$ cat config.mk
export PLATFORM = sky130hd
export DESIGN_NAME = multi_clock_divider_flat
export DESIGN_NICKNAME = d
export VERILOG_FILES = /design/src/rtl/multi_clock_divider_if.sv /design/src/rtl/multi_clock_divider.sv /design/src/flat_wrapper.sv
export SDC_FILE = /design/constraint.sdc
export NUM_CORES = 1
export LEC_CHECK = 0
export ABC_AREA = 1
export BUFFER_PORTS_ARGS = -buffer_cell sky130_fd_sc_hd__buf_4
export CAP_MARGIN = 20
export CORE_UTILIZATION = 50
export CTS_BUF_LIST = sky130_fd_sc_hd__clkbuf_16
export CTS_CLUSTER_DIAMETER = 120
export DETAILED_ROUTE_END_ITERATION = 16
export PLACE_DENSITY = 0.76
export SYNTH_ARGS = -nofsm -noshare
export SYNTH_HDL_FRONTEND = slang
export SYNTH_SLANG_ARGS = --single-unit
$ cat constraint.sdc
create_clock -name inclk -period 11.9 [get_ports inclk]
set_clock_uncertainty 0.1 [all_clocks]
set_input_delay 1.19 -clock inclk [delete_from_list [all_inputs] [get_ports inclk]]
set_output_delay 1.19 -clock inclk [all_outputs]
set_load 0.02 [all_outputs]
$ cat src/rtl/multi_clock_divider_if.sv
// Control and output bundle for multi_clock_divider: run enables, divide-value
// write port, and the divided clocks with their tick/load_pending status.
interface multi_clock_divider_if #(
   parameter int N      = 32,
   parameter int NUM_CH = 4
);
   localparam int CHW = (NUM_CH > 1) ? $clog2(NUM_CH) : 1;

   logic [NUM_CH-1:0] en;
   logic              wr_en;
   logic [CHW-1:0]    wr_ch;
   logic [N-1:0]      wr_data;
   logic [NUM_CH-1:0] outclk;
   logic [NUM_CH-1:0] tick;
   logic [NUM_CH-1:0] load_pending;

   modport master (
      output en, wr_en, wr_ch, wr_data,
      input  outclk, tick, load_pending
   );

   modport slave (
      input  en, wr_en, wr_ch, wr_data,
      output outclk, tick, load_pending
   );
endinterface

$ cat src/rtl/multi_clock_divider.sv
// NUM_CH independent square-wave dividers with double-buffered divide values.
// Define CLKDIV_SYNC_START_EN to add the sync_start phase-alignment input.
module multi_clock_divider #(
   parameter int N           = 32,
   parameter int NUM_CH      = 4,
   parameter int DEFAULT_DIV = 0
) (
   input  logic inclk,
   input  logic reset,
`ifdef CLKDIV_SYNC_START_EN
   input  logic sync_start,
`endif
   multi_clock_divider_if.slave bus
);
   localparam int           CHW = (NUM_CH > 1) ? $clog2(NUM_CH) : 1;
   localparam logic [N-1:0] DEF = N'(DEFAULT_DIV);

   logic [N-1:0]      cnt         [NUM_CH];
   logic [N-1:0]      active_div  [NUM_CH];
   logic [N-1:0]      pending_div [NUM_CH];
   logic [NUM_CH-1:0] outclk_r;
   logic [NUM_CH-1:0] tick_r;
   logic [NUM_CH-1:0] pend_r;
   logic [NUM_CH-1:0] wr_hit;

   // An out-of-range wr_ch matches no channel index, so such writes fall away.
   always_comb begin
      wr_hit = '0;
      for (int unsigned i = 0; i < NUM_CH; i++)
         wr_hit[i] = bus.wr_en && (bus.wr_ch == CHW'(i));
   end

   always_ff @(posedge inclk or posedge reset) begin
      if (reset) begin
         for (int unsigned i = 0; i < NUM_CH; i++) begin
            cnt[i]         <= '0;
            active_div[i]  <= DEF;
            pending_div[i] <= DEF;
         end
         outclk_r <= '0;
         tick_r   <= '0;
         pend_r   <= '0;
      end else begin
         for (int unsigned i = 0; i < NUM_CH; i++) begin
`ifdef CLKDIV_SYNC_START_EN
            if (sync_start) begin
               cnt[i]      <= '0;
               outclk_r[i] <= 1'b0;
               tick_r[i]   <= 1'b0;
               pend_r[i]   <= 1'b0;
               if (wr_hit[i]) begin
                  active_div[i]  <= bus.wr_data;
                  pending_div[i] <= bus.wr_data;
               end else if (pend_r[i]) begin
                  active_div[i] <= pending_div[i];
               end
            end else
`endif
            if (!bus.en[i]) begin
               cnt[i]      <= '0;
               outclk_r[i] <= 1'b0;
               tick_r[i]   <= 1'b0;
               if (wr_hit[i]) begin
                  active_div[i]  <= bus.wr_data;
                  pending_div[i] <= bus.wr_data;
                  pend_r[i]      <= 1'b0;
               end
            end else if (cnt[i] == active_div[i]) begin
               // active_div only ever changes here, where cnt restarts at 0
               cnt[i]      <= '0;
               outclk_r[i] <= ~outclk_r[i];
               tick_r[i]   <= 1'b1;
               if (wr_hit[i]) begin
                  active_div[i] <= bus.wr_data;
                  pend_r[i]     <= 1'b0;
               end else if (pend_r[i]) begin
                  active_div[i] <= pending_div[i];
                  pend_r[i]     <= 1'b0;
               end
            end else begin
               cnt[i]    <= cnt[i] + 1'b1;
               tick_r[i] <= 1'b0;
               if (wr_hit[i]) begin
                  pending_div[i] <= bus.wr_data;
                  pend_r[i]      <= 1'b1;
               end
            end
         end
      end
   end

   assign bus.outclk       = outclk_r;
   assign bus.tick         = tick_r;
   assign bus.load_pending = pend_r;
endmodule

$ cat src/flat_wrapper.sv
// flat-port wrapper written by rule: the top's interface ports become plain ports
module multi_clock_divider_flat 
#(
   parameter int N           = 32,
   parameter int NUM_CH      = 4,
   parameter int DEFAULT_DIV = 0
)
  (inclk, reset, bus_en, bus_wr_en, bus_wr_ch, bus_wr_data, bus_outclk, bus_tick, bus_load_pending);
  multi_clock_divider_if #(.N(N), .NUM_CH(NUM_CH)) bus_i ();
  input  logic inclk;
  input  logic reset;
  input wire logic [$bits(bus_i.en)-1:0] bus_en;
  input wire logic [$bits(bus_i.wr_en)-1:0] bus_wr_en;
  input wire logic [$bits(bus_i.wr_ch)-1:0] bus_wr_ch;
  input wire logic [$bits(bus_i.wr_data)-1:0] bus_wr_data;
  output wire logic [$bits(bus_i.outclk)-1:0] bus_outclk;
  output wire logic [$bits(bus_i.tick)-1:0] bus_tick;
  output wire logic [$bits(bus_i.load_pending)-1:0] bus_load_pending;
  assign bus_i.en = bus_en;
  assign bus_i.wr_en = bus_wr_en;
  assign bus_i.wr_ch = bus_wr_ch;
  assign bus_i.wr_data = bus_wr_data;
  assign bus_outclk = bus_i.outclk;
  assign bus_tick = bus_i.tick;
  assign bus_load_pending = bus_i.load_pending;
  multi_clock_divider #(.N(N), .NUM_CH(NUM_CH), .DEFAULT_DIV(DEFAULT_DIV)) u_core (.inclk(inclk), .reset(reset), .bus(bus_i));
endmodule
==> results.md <==
* Status: finished, final reports clean
* Nets at ~3,000
* Io pins at 53
* Total Power at roughly 0.0038 W
* Flop pwr share at 0.436
* Syn_area_per_cell at between 7 and 8 um^2
* DRT Pass-1 Iters at 6
* Skew-Pair Late Insertion Delay at approximately 580 ps
* Root buffer cell: clkbuf_16
* Fin. Hold Viols at 0
* HPWL Detailed at 40,220 um
* Peak supply drop at around 0.1 mV
* CP peak stage delay at 760 ps
* Arr. time, crit path at ~3500 ps
* Sum of negative setup slack at 0 ps
* Clk slew on worst S/H paths at about 60 ps
* Post-route ant nets at 0
* Hold path depth at 2
* N_diodes at 0
* R2R setup slack at 8830 ps
* Mean number of vias per cell at approximately 5.3
* Yosys reg bits at 396
* LEAKAGE at between 10 and 15 nW
* PwrDens at between 150 and 200 nW/um^2
* GRT Total Usage at 0.2593
* Vias in the first global route at 18,070
* Smallest hold slack at 373.0 ps
* Core area at between 40,000 and 50,000 um^2
* Measured slew at the worst slew-check pin at slightly above 1000 ps
* H-Tree Depth at 2
* CP required at between 10,000 and 15,000 ps
* Max transition margin at 0.3124
* Worst Hold Class: flip-flop to flip-flop
* Net count after synthesis at between 3,000 and 4,000
* Die area at between 40,000 and 50,000 um^2
* WP buf/inv at 3
* Initial Util at 0.5088
* Cell Rows at 76
* Slew Viols, Final at 0
* Setup WS pre-CTS at slightly below 8000 ps
* Synthesized area at around 22,000 um^2
* Setup ws final at a little under 9000 ps
* TritonCTS clock tree: yes
* CP Cell Sequence: buf_4, inv_2, o21ai_2, buf_4, nand2_1, nand2_1, nand2_1
* Gate power share at 0.155
* Pint at approximately 0.0027 W
* Post-synth EDFFs at 0
* Total CTS buffers at between 40 and 50
* Layout area overhead at 10.16%
* Sw frac at 0.2888
* R2r startpoint: u_core.cnt[101]
* Clock period minus worst slack at ~3100 ps
* Cell type with the largest total area after synthesis: dfrtp_1
* Fin cells at roughly 3,600
* RSZ-0062 raised after global routing: false
* # setup viols final at 0
* Critical path's slowest cell: nand2_1
* Worst hold endpoint: u_core.pending_div[84]
* Share of post-route cells with drive strength above 1 at 0.07667
* Total congestion overflow at 0
* Max-cap viol count at 0
* First-pass GRT wire length at a little over 90,000 um
* Max FO, Critical Path at roughly 70
* Final Cycle Share at 0.2595
* Post-CTS resize count at 0
* Largest cells by area after synthesis: dfrtp_1 (45%), nand2_1 (17%), o21ai_0 (5.8%)
* FFs w/ async S/R, synth at 1.000
* Die X at approximately 210 um
* Initial antenna violation count at 0
* Net Sw Power at between 0.001 and 0.0015 W
* Most common cell in the netlist: nand2_1
* Hold buffer count at CTS at 0
* Commonest cells post-synth: nand2_1 (1,012), dfrtp_1 (396), nor2_1 (303)
* Top delay family on crit path: buffers and inverters
* Fmax at 323.8 MHz
* Reg-to-reg endpoint: u_core.active_div[102]
* Clock Power Share at 0.409
* DRC viols at 0
* Max Root-Sink Buffers at 3
* GPL Wtd Cong at approximately 0.90
* Synth Instances at roughly 3,000
* Hold Crit Start: u_core.pending_div[84]
* Chip Height at 211.8 um
* # clock sinks at 396
* Worst Setup End Kind: flip-flop
* Yosys warns at 0
* Worst Reg-to-Reg Cells at 12
* Placed insts at around 3,500
* Most frequent CP cell: nand2_1
* CP Class: input pin to flip-flop
* Drt wl/cell at 15.74 um
* Primary FF master, synth: dfrtp_1
* Port Buffers at 52
* Count of cell types in the netlist at 36
* Iter 0 DRT Violations at roughly 1,800
* # Post-CTS Setup Buffers at 0
* Crit path launch type: input pin
* Via count at ~19,000
* Drt total wl at ~57,000 um
* Area share of the largest cell type after synthesis at 0.4501
* Register area share after synthesis at 0.4501
* Largest net degree at the start of global routing at about 80
-- layout by cell type, fill, tap and decap left out, types with 2 or more instances in the layout --
cell type / synthesis / final
o21ai_2: 27 / 31
nor3_2: 6 / 6
nand2_1: 1012 / 1010
a31oi_1: 4 / 4
o211ai_1: 3 / 3
bufinv_16: 0 / 10
nor3b_1: 2 / 2
inv_1: 259 / 259
clkinvlp_4: 0 / 5
buf_4: 11 / 69
or2_2: 2 / 2
o21ai_0: 253 / 253
nor2_4: 2 / 2
clkinv_4: 0 / 6
inv_6: 0 / 3
nand2_4: 6 / 6
nor2_2: 13 / 13
nor2_1: 303 / 303
nand3b_1: 3 / 3
clkinv_2: 0 / 8
buf_12: 0 / 2
xnor2_2: 2 / 2
nand3_2: 3 / 6
inv_2: 5 / 5
o21bai_1: 2 / 2
ha_1: 4 / 4
clkinv_1: 0 / 4
nand4_1: 19 / 19
nand3_1: 194 / 191
xor2_1: 71 / 71
nor4_1: 6 / 6
a21oi_1: 58 / 58
o21ai_1: 35 / 31
nor3_1: 59 / 59
clkbuf_16: 0 / 47
nand2_2: 4 / 6
dfrtp_1: 396 / 396
xnor2_1: 103 / 103
-- kinds of logic after synthesis --
| kind of cell | Yosys count | share of synthesized area |
|---|---|---|
| AOI/OAI and AO/OA | 383 | 0.09258 |
| adders and majority gates | 4 | 0.002273 |
| DFF | 396 | 0.4501 |
| xor gates and xnor gates | 176 | 0.07070 |
| and+or+nand+nor | 1634 | 0.3041 |
| buffers and inverters | 401 | 0.08019 |
-- cell type report --
cell class	count	area, um^2
Clock buffer	47	1176
Sequential cell	396	9910
Tap cell	585	732.0
Clock inverter	37	479.2
Timing Repair Buffer	72	585.6
Multi-Input combinational cell	2197	10380
Fill cell	3925	19010
Inverter	264	994.7
-- power groups by stage --
stage               registers [W]  clock network, W  logic (W)
detailed placement        0.00167                 0   0.000584
global placement          0.00166                 0   0.000558
floorplan                 0.00163                 0   0.000457
CTS                       0.00165           0.00157   0.000588
finish                    0.00165           0.00155   0.000587
global route              0.00166           0.00163   0.000678
-- per-layer routing --
metal	vias up	routed length, um	global-route usage
li1	9381	-	-
met1	9060	24900	0.3522
met2	568	26140	0.4148
met3	123	3536	0.03946
met4	0	2045	0.1062
met5	-	0	0
-- worst max path at each step --
| stage | depth (start not counted) | slack (ps) | from | end |
|---|---|---|---|---|
| final | 7 | 8810 | bus_en[0] | u_core.active_div[102] |
| after global routing | 4 | 8430 | reset | u_core.pending_div[45] |
| after CTS | 4 | 8540 | reset | u_core.cnt[30] |
| after detailed placement | 4 | 7940 | reset | u_core.cnt[23] |
| after global placement | 4 | 8010 | reset | u_core.cnt[23] |
| after floorplan | 1 | 5280 | reset | u_core.active_div[0] |
-- through the flow --
| stage | instance area (um^2) | util |
|---|---|---|
| final | 24250 | 0.5605 |
| after global routing | 24250 | 0.5605 |
| after CTS | 24200 | 0.5594 |
| after detailed placement | 22550 | 0.5212 |
| after global placement | 22530 | 0.5207 |
| after floorplan | 22020 | - |
-- worst min-delay path, delay by kind of cell (launching register included) --
kind	cells	cell delay, ps
flops	1	350
simple gates	2	90
-- registers in the layout, indices dropped and copies added, names as in the netlist --
| register | count |
|---|---|
| u_core.cnt | 128 |
| u_core.pending_div | 128 |
| u_core.bus.load_pending | 4 |
| u_core.active_div | 128 |
| u_core.bus.tick | 4 |
| u_core.bus.outclk | 4 |
Note: power is estimated with default switching activity, not from simulation.
